<file path="config.mk">
export PLATFORM = sky130hd
export DESIGN_NAME = game_flow_controller
export DESIGN_NICKNAME = d
export VERILOG_FILES = /design/src/rtl/game_flow_controller.sv
export SDC_FILE = /design/constraint.sdc
export NUM_CORES = 1
export LEC_CHECK = 0
export BUFFER_PORTS_ARGS = -buffer_cell sky130_fd_sc_hd__buf_4
export CORE_ASPECT_RATIO = 0.7
export CORE_MARGIN = 4
export CORE_UTILIZATION = 62
export DETAILED_ROUTE_END_ITERATION = 6
export PLACE_DENSITY = 0.89
export SYNTH_ARGS = -nofsm -noshare
export SYNTH_HDL_FRONTEND = slang
export SYNTH_SLANG_ARGS = --single-unit
export TNS_END_PERCENT = 30
</file>
<file path="constraint.sdc">
create_clock -name clk -period 5.4 [get_ports clk]
set_input_delay 0.81 -clock clk [delete_from_list [all_inputs] [get_ports clk]]
set_output_delay 0.81 -clock clk [all_outputs]
set_load 0.02 [all_outputs]
</file>
<file path="src/rtl/game_flow_controller.sv">
`default_nettype none
// ============================================================================
//  Module      : game_flow_controller
//  Description : Round sequencer for the game logic. Walks the flow
//                IDLE -> READY -> PLAY -> DYING -> (READY | GAME_OVER),
//                tracks remaining lives, emits the one-cycle move-enable
//                pulse and the sprite-reset / freeze / game-over levels.
//  Revision    : 1.0  initial release
// ============================================================================
module game_flow_controller #(
    parameter int NUM_LIVES    = 3,
    parameter int LIVES_W      = 3,
    parameter int READY_FRAMES = 120,
    parameter int DEATH_FRAMES = 60,
    parameter int MOVE_DIV     = 2,
    parameter int CNT_W        = 8
) (
    input  logic               clk,
    input  logic               rst,
    input  logic               start_btn,
    input  logic               frame_tick,
    input  logic               pacman_is_dead,
    output logic               move_en,
    output logic               sprites_reset,
    output logic               freeze,
    output logic [LIVES_W-1:0] lives_left,
    output logic               game_over,
    output logic [2:0]         game_state
);

    localparam logic [2:0] c_ST_IDLE      = 3'd0;
    localparam logic [2:0] c_ST_READY     = 3'd1;
    localparam logic [2:0] c_ST_PLAY      = 3'd2;
    localparam logic [2:0] c_ST_DYING     = 3'd3;
    localparam logic [2:0] c_ST_GAME_OVER = 3'd4;

    localparam logic [CNT_W-1:0]   c_READY_LAST = CNT_W'(READY_FRAMES - 1);
    localparam logic [CNT_W-1:0]   c_DEATH_LAST = CNT_W'(DEATH_FRAMES - 1);
    localparam logic [CNT_W-1:0]   c_MOVE_LAST  = CNT_W'(MOVE_DIV - 1);
    localparam logic [CNT_W-1:0]   c_CNT_ONE    = CNT_W'(1);
    localparam logic [LIVES_W-1:0] c_LIVES_INIT = LIVES_W'(NUM_LIVES);
    localparam logic [LIVES_W-1:0] c_LIVES_ONE  = LIVES_W'(1);

    logic [2:0]         r_state;
    logic [CNT_W-1:0]   r_frame_cnt;
    logic [CNT_W-1:0]   r_move_cnt;
    logic [LIVES_W-1:0] r_lives;
    logic               r_start_prev;
    logic               r_move_en;
    logic               r_sprites_reset;
    logic               r_freeze;
    logic               r_game_over;

    logic [2:0]         w_state_nxt;
    logic [CNT_W-1:0]   w_frame_cnt_nxt;
    logic [CNT_W-1:0]   w_move_cnt_nxt;
    logic [LIVES_W-1:0] w_lives_nxt;
    logic               w_move_en_nxt;
    logic               w_sprites_reset_nxt;
    logic               w_freeze_nxt;
    logic               w_game_over_nxt;
    logic               w_start_pe;

    // Rising edge of the (already synchronised) start button
    assign w_start_pe = start_btn & ~r_start_prev;

    // State register: FSM state, counters, lives and the registered outputs
    always_ff @(posedge clk or posedge rst) begin
        if (rst) begin
            r_state         <= c_ST_IDLE;
            r_frame_cnt     <= '0;
            r_move_cnt      <= '0;
            r_lives         <= c_LIVES_INIT;
            r_start_prev    <= 1'b0;
            r_move_en       <= 1'b0;
            r_sprites_reset <= 1'b1;
            r_freeze        <= 1'b1;
            r_game_over     <= 1'b0;
        end else begin
            r_state         <= w_state_nxt;
            r_frame_cnt     <= w_frame_cnt_nxt;
            r_move_cnt      <= w_move_cnt_nxt;
            r_lives         <= w_lives_nxt;
            r_start_prev    <= start_btn;
            r_move_en       <= w_move_en_nxt;
            r_sprites_reset <= w_sprites_reset_nxt;
            r_freeze        <= w_freeze_nxt;
            r_game_over     <= w_game_over_nxt;
        end
    end

    // Next-state logic: transitions, counter updates, lives bookkeeping
    always_comb begin
        w_state_nxt     = r_state;
        w_frame_cnt_nxt = r_frame_cnt;
        w_move_cnt_nxt  = r_move_cnt;
        w_lives_nxt     = r_lives;
        w_move_en_nxt   = 1'b0;
        case (r_state)
            c_ST_IDLE: begin
                if (w_start_pe) begin
                    w_state_nxt     = c_ST_READY;
                    w_frame_cnt_nxt = '0;
                end
            end
            c_ST_READY: begin
                if (frame_tick) begin
                    if (r_frame_cnt == c_READY_LAST) begin
                        w_state_nxt     = c_ST_PLAY;
                        w_frame_cnt_nxt = '0;
                        w_move_cnt_nxt  = '0;
                    end else begin
                        w_frame_cnt_nxt = r_frame_cnt + c_CNT_ONE;
                    end
                end
            end
            c_ST_PLAY: begin
                // A death wins over a simultaneous frame tick: no step is taken
                if (pacman_is_dead) begin
                    w_state_nxt     = c_ST_DYING;
                    w_lives_nxt     = r_lives - c_LIVES_ONE;
                    w_frame_cnt_nxt = '0;
                    w_move_cnt_nxt  = '0;
                end else if (frame_tick) begin
                    if (r_move_cnt == c_MOVE_LAST) begin
                        w_move_en_nxt  = 1'b1;
                        w_move_cnt_nxt = '0;
                    end else begin
                        w_move_cnt_nxt = r_move_cnt + c_CNT_ONE;
                    end
                end
            end
            c_ST_DYING: begin
                if (frame_tick) begin
                    if (r_frame_cnt == c_DEATH_LAST) begin
                        w_frame_cnt_nxt = '0;
                        // Lives were already taken on entry; zero means no respawn
                        if (r_lives == '0) begin
                            w_state_nxt = c_ST_GAME_OVER;
                        end else begin
                            w_state_nxt = c_ST_READY;
                        end
                    end else begin
                        w_frame_cnt_nxt = r_frame_cnt + c_CNT_ONE;
                    end
                end
            end
            c_ST_GAME_OVER: begin
                if (w_start_pe) begin
                    w_state_nxt     = c_ST_READY;
                    w_lives_nxt     = c_LIVES_INIT;
                    w_frame_cnt_nxt = '0;
                    w_move_cnt_nxt  = '0;
                end
            end
            default: begin
                w_state_nxt     = c_ST_IDLE;
                w_frame_cnt_nxt = '0;
                w_move_cnt_nxt  = '0;
            end
        endcase
    end

    // Output decode from the upcoming state so registered levels align with it
    always_comb begin
        w_sprites_reset_nxt = 1'b1;
        w_freeze_nxt        = 1'b1;
        w_game_over_nxt     = 1'b0;
        case (w_state_nxt)
            c_ST_PLAY: begin
                w_sprites_reset_nxt = 1'b0;
                w_freeze_nxt        = 1'b0;
            end
            c_ST_DYING: begin
                w_sprites_reset_nxt = 1'b0;
            end
            c_ST_GAME_OVER: begin
                w_game_over_nxt = 1'b1;
            end
            default: begin
                w_sprites_reset_nxt = 1'b1;
            end
        endcase
    end

    assign move_en       = r_move_en;
    assign sprites_reset = r_sprites_reset;
    assign freeze        = r_freeze;
    assign lives_left    = r_lives;
    assign game_over     = r_game_over;
    assign game_state    = r_state;

endmodule
`default_nettype wire

</file>
### Word-level counts from Yosys, hierarchy flattened

Index checks and enable logic that the tools add are counted.
W data, S select, Z words.

* add/sub/neg operators: 3
* multiplexer cells: 31
* bitwise gates (word level): 3
* eq/ne operators: 17
* reductions and logical operators: 9

Operators by type and width (number)
* $mux W8: 11
* $pmux W8 S4: 2
* $mux W3: 9
* $add A8 B1 Y8 const B: 2
* $eq A3 B2 Y1 const B: 4
* $pmux W3 S4: 1
* $ne A2 B2 Y1 const B: 5
* $eq A8 B1 Y1 const B: 1
* $eq A8 B6 Y1 const B: 1
* $eq A8 B7 Y1 const B: 1
* $mux W1: 7
* $eq A3 B3 Y1 const B: 2
* $logic_not A3 Y1: 2
* $pmux W3 S2: 1
* $reduce_or A2 Y1: 3
* $reduce_and A5 Y1: 1
* $reduce_and A4 Y1: 1
* $eq A3 B1 Y1 const B: 1
* $ne A3 B3 Y1 const B: 1
* $reduce_and A3 Y1: 1
* $sub A3 B1 Y3 const B: 1
* $ne A2 B1 Y1 const B: 1
* $not A1 Y1: 2
* $reduce_bool A2 Y1: 1
* $and A1 B1 Y1: 1

* bits in registers: 27
* logic and storage cells: 72
* input port bits: 5
* output and inout port bits: 10

### Depth between registers and ports, before layout

* word-level depth: 8
* depth in mapped cells: 7
* gate-level depth less buffers: 7

### Least setup slack after synthesis

No wires, ideal clock.

* kind: input to register
* start point: in pacman_is_dead
* end point: reg r_move_cnt[6]
* required time: 5308 ps
* slack: 3458 ps
* library setup time: 92 ps
* stages: 5
* buffers on the path: 1
* data arrival time: 1850 ps
* cell sequence: nor4b_4 > o41ai_4 > or2_1 > buf_6 > o31ai_2

* longest elaborated chain between the ends: 2
* elaborated cells between the ends (all ways): 4
* classes of those cells: eq/ne (1); mux (2); reduce/logical (1)

RTL lines
* start, declared: RTL line 22 `input logic pacman_is_dead,`
* $ne A3 B3 Y1 (no source line) or $mux W8 (tied branches)
* $reduce_and A5 Y1 (no source line) or $pmux W8 S4 (tied branches)
* end signal, assigned: RTL line 82 `r_move_cnt <= w_move_cnt_nxt;`
* end, declared: RTL line 46 `logic [CNT_W-1:0] r_move_cnt;`

Several ways; a longest one is shown, not always the timed one.
A chain may end at the register's enable or synchronous reset.

### Final worst setup path

* start point: reg r_state[2] (netlist: game_state[2])
* end point: reg r_frame_cnt[7]

* longest elaborated chain between the ends: 4
* elaborated cells between the ends (all ways): 12
* classes of those cells: eq/ne (8); mux (1); reduce/logical (3)

RTL lines
* start, declared: RTL line 44 `logic [2:0] r_state;`
* start signal, assigned: RTL line 70 `r_state <= c_ST_IDLE;`
* start signal, assigned: RTL line 80 `r_state <= w_state_nxt;`
* $eq A3 B3 Y1 or $logic_not A3 Y1 (tied branches): RTL line 99 `case (r_state)`
* $reduce_or A2 Y1 (no source line)
* $ne A2 B1 Y1 (no source line)
* $reduce_and A4 Y1 (no source line)
* end signal, assigned: RTL line 81 `r_frame_cnt <= w_frame_cnt_nxt;`
* end, declared: RTL line 45 `logic [CNT_W-1:0] r_frame_cnt;`

Several ways; a longest one is shown, not always the timed one.

==> flow_results.org <==
** STA
- Post-route setup TNS :: 0 ns
- Maximum achievable frequency :: 442.9 MHz
- Period minus WS final :: 2.258 ns
- In the finished design, the share of the clock period the worst path needs comes to 0.4181.
- Setup repair after global routing left no endpoint under its margin.
- Final worst clock skew :: 0.004813 ns
- Relative slew slack :: 0.3223
- The number of failing hold endpoints at the final stage came to 0.
- Final-report setup violation count :: 0
- For the pin with the worst max-slew slack, the measured transition is 1.015 ns.
- The final count of pins violating max slew is 0.

** Critical path
- Data arrival at the endpoint of the critical path :: 2.43 ns
- The endpoint identified for the worst register-to-register timing path is r_frame_cnt[7]$_DFFE_PP0P_.
- Worst EP required :: 5.58 ns
- Counting cells, the worst reg-to-reg path comes to 4.
- The worst setup path is captured at a register.
- The worst register-to-register path begins at game_state[2]$_DFF_PP0_.
- Worst Path Max Fanout :: 14
- The worst register-to-register path has a setup slack of 3.14 ns.
- The worst setup path is launched from a register.
- Type of the setup path with the least slack :: reg -> reg

** Global routing
- The first global-routing pass estimated 5.409 mm of wire.
- Number of antenna violations at the first check in global routing :: 0
- Total global routing overflow :: 0
- The via count of the first global-routing pass is 1,129.
- Largest net degree at the start of global routing :: 28
- Overall Global Routing Usage :: 0.2115

** Run status
- Outcome :: complete, no violations

** Yosys
- Counting every instance in the synthesized netlist gives 161.
- Number of warnings printed during yosys synthesis :: 0
- The number of nets handed over by synthesis was 171.
- Avg Inst Size Synth :: 9.846 µm²
- Sequential share of the synthesized area :: 0.4294
- Summed over all instances, the cell type with the most area after synthesis is sky130_fd_sc_hd__dfrtp_1.
- In this run, distinct cell masters in the synthesized netlist total 47.
- Synth async-reset ratio :: 1.000
- In this run, synthesis produced a sequential element count of 27.
- Cell Area, Synth :: 1585 µm²
- Largest cells by area after synthesis :: sky130_fd_sc_hd__dfrtp_1 36%, sky130_fd_sc_hd__dfstp_2 6.6%, sky130_fd_sc_hd__o21ai_0 5.7%
- Yosys mapped a number of flops with a built-in enable equal to 0.
- Most frequently used flop master after synthesis :: sky130_fd_sc_hd__dfrtp_1
- The share of synthesized area in the top cell type comes to 0.3631.
- Most instantiated cells after synthesis :: 23 x sky130_fd_sc_hd__dfrtp_1, 18 x sky130_fd_sc_hd__o21ai_0, 12 x sky130_fd_sc_hd__nand2_1
- Most frequently used cell type in the post-synthesis netlist :: sky130_fd_sc_hd__dfrtp_1

** Layout
- Area growth from synthesis to layout :: 9.787%
- The number of antenna diodes in the final layout is 0.
- Net count of the finished layout :: 184
- Excluding fillers, the count of instances in the completed layout stands at 207.
- Share of post-route cells with drive strength above 1 :: 0.2081

** Routing
- Vias/cell :: 6.353
- Count of TritonRoute iterations in the first routing pass :: 4
- Vias post-DR :: 1,315
- Antenna Nets Post-Route :: 0
- Detailed routing placed a total of 1.506 mm of wire on met2.
- # DRC :: 0
- Total wirelength of the detailed-routed design :: 3.358 mm
- WL met1 :: 1.520 mm
- Number of DRC markers after the initial detailed-route iteration :: 108
- Dividing the detail-routed wire length by the instance count gives 16.22 µm.
- Signal routing reaches up to met4.
- Total met3 wirelength after detailed routing :: 291 µm

** Floorplanning
- The die is 68.44 µm wide.
- Initial Utilization :: 0.6448
- The floorplan has 15 rows.
- IO Pins :: 15
- After floorplanning, the core was sized to cover 2459 µm².
- Overall die area :: 3443 µm²
- Die height :: 50.31 µm

** Clock tree
- Maximum buffer depth of the clock tree :: 2
- Buffers added to address setup during post-CTS repair amount to 0.
- TritonCTS clock tree :: yes
- Sink Count :: 27
- The cell sitting at the root of the clock tree is a sky130_fd_sc_hd__clkbuf_8.
- Buffers inserted to repair hold after CTS numbered 0.
- At the later pin of the worst-skew pair, clock insertion delay measures 0.28 ns.
- Clock buffer count from CTS :: 3
- CTS built an H-tree with a depth of 1.
- Resize count post-CTS :: 0
- Clock Pin Slew Worst Setup and Hold Paths :: 0.10 ns

** Min path
- Path type of the worst min-delay path :: reg -> reg
- Along the worst hold path, the cell count comes to 1.
- The worst hold path terminates at r_move_cnt[7]$_DFFE_PP0P_.
- Source of the worst hold timing path :: r_move_cnt[7]$_DFFE_PP0P_

** Placed design
- Including well taps, the total number of placed cells is 203.
- Final estimated routing congestion in global placement :: 0.8914
- Count of port buffers added during placement :: 14
- Post-detail-place hpwl :: 2.431 mm

** Power
- IR analysis of the VDD net gives a maximum drop of 0.0002648 V.
- Power spread over the standard cell area amounts to 413.7 nW/µm².
- In this run the static leakage power is 0.0007535 µW.

** Flow run
- The tool flagged a number of max-cap violations equal to 0.
-- per-layer routing --
metal / up-vias / track usage
li1: 614 / -
met1: 634 / 0.3082
met2: 61 / 0.3138
met3: 6 / 0.05817
met4: 0 / 0.04290
met5: - / 0
-- sequential cells by signal, indices dropped and copies added, names as in the netlist --
name and cells:
r_move_cnt 8, r_frame_cnt 8, game_over 1, lives_left 3, freeze 1, move_en 1, game_state 3, r_start_prev 1
sprites_reset 1
-- layout make-up --
class	count	area (µm²)
Multi-Input combinational cell	120	833.3
Fill cell	169	718.2
Sequential cell	27	680.7
Timing Repair Buffer	14	105.1
Tap cell	34	42.54
Clock buffer	3	41.29
Inverter	8	30.03
Clock inverter	1	7.507
-- report_power, final --
| part | internal (µW) | switching [µW] |
|---|---|---|
| Combinational | 119 | 153 |
| Clock | 52.5 | 66.8 |
| Sequential | 256 | 73.1 |
| Total | 428 | 292 |
-- critical path, cell delays in order, from the launching register on --
cell	delay [ns]
sky130_fd_sc_hd__dfrtp_1	0.71
sky130_fd_sc_hd__nor2b_1	0.23
sky130_fd_sc_hd__a221o_1	0.55
sky130_fd_sc_hd__or2_2	0.37
sky130_fd_sc_hd__o311ai_1	0.30
-- how the worst max path moves through the flow --
| stage | start | cells past startpoint | to |
|---|---|---|---|
| after global routing | game_state[2]$_DFF_PP0_ | 4 | r_frame_cnt[7]$_DFFE_PP0P_ |
| after floorplan | pacman_is_dead | 5 | r_move_cnt[6]$_DFFE_PP0P_ |
| after global placement | pacman_is_dead | 5 | r_move_cnt[7]$_DFFE_PP0P_ |
| after detailed placement | start_btn | 5 | r_frame_cnt[7]$_DFFE_PP0P_ |
| final | game_state[2]$_DFF_PP0_ | 4 | r_frame_cnt[7]$_DFFE_PP0P_ |
| after CTS | game_state[2]$_DFF_PP0_ | 4 | r_frame_cnt[7]$_DFFE_PP0P_ |
-- through the flow --
stage | area (µm²) | power (µW) | hold WS (ns) | setup WS (ns) | util
2_1_floorplan | 1585 | 524.0 | 0.4613 | 3.458 | -
3_3_place_gp | 1692 | 581.2 | 0.4880 | 3.156 | 0.6880
6_report | 1740 | 720.1 | 0.5132 | 3.142 | 0.7079
5_1_grt | 1740 | 764.4 | 0.5374 | 3.011 | 0.7079
3_5_place_dp | 1692 | 598.7 | 0.4929 | 3.085 | 0.6880
4_1_cts | 1740 | 714.0 | 0.5109 | 3.152 | 0.7079
-- cell usage in the layout (no fill, tap or decap), types with 2 or more instances in the layout --
master,count
sky130_fd_sc_hd__o21ai_2,5
sky130_fd_sc_hd__dfstp_2,4
sky130_fd_sc_hd__nand2_1,12
sky130_fd_sc_hd__o31ai_2,2
sky130_fd_sc_hd__and3_1,7
sky130_fd_sc_hd__buf_4,14
sky130_fd_sc_hd__dfrtp_1,23
sky130_fd_sc_hd__o31ai_1,3
sky130_fd_sc_hd__a22oi_1,2
sky130_fd_sc_hd__nor2b_1,4
sky130_fd_sc_hd__or3_1,2
sky130_fd_sc_hd__nand4_1,2
sky130_fd_sc_hd__nor3_1,2
sky130_fd_sc_hd__nand2b_1,7
sky130_fd_sc_hd__clkbuf_8,3
sky130_fd_sc_hd__nand3_1,11
sky130_fd_sc_hd__a21oi_1,3
sky130_fd_sc_hd__inv_1,8
sky130_fd_sc_hd__ha_1,5
sky130_fd_sc_hd__nor2_1,9
sky130_fd_sc_hd__o21ai_0,18
sky130_fd_sc_hd__a31oi_1,2
-- cell families (layout without fill, tap and decap cells) --
group / Yosys count / in the layout / share of synthesized area
xor gates and xnor gates: 1 / 1 / 0.005526
AOI/OAI and AO/OA: 47 / 47 / 0.2313
and+or+nand+nor: 66 / 66 / 0.2431
adders and majority gates: 5 / 5 / 0.03946
buffers and inverters: 14 / 26 / 0.04498
muxes: 1 / 1 / 0.006314
DFF: 27 / 27 / 0.4294
Power figures use the tool's default switching activity.
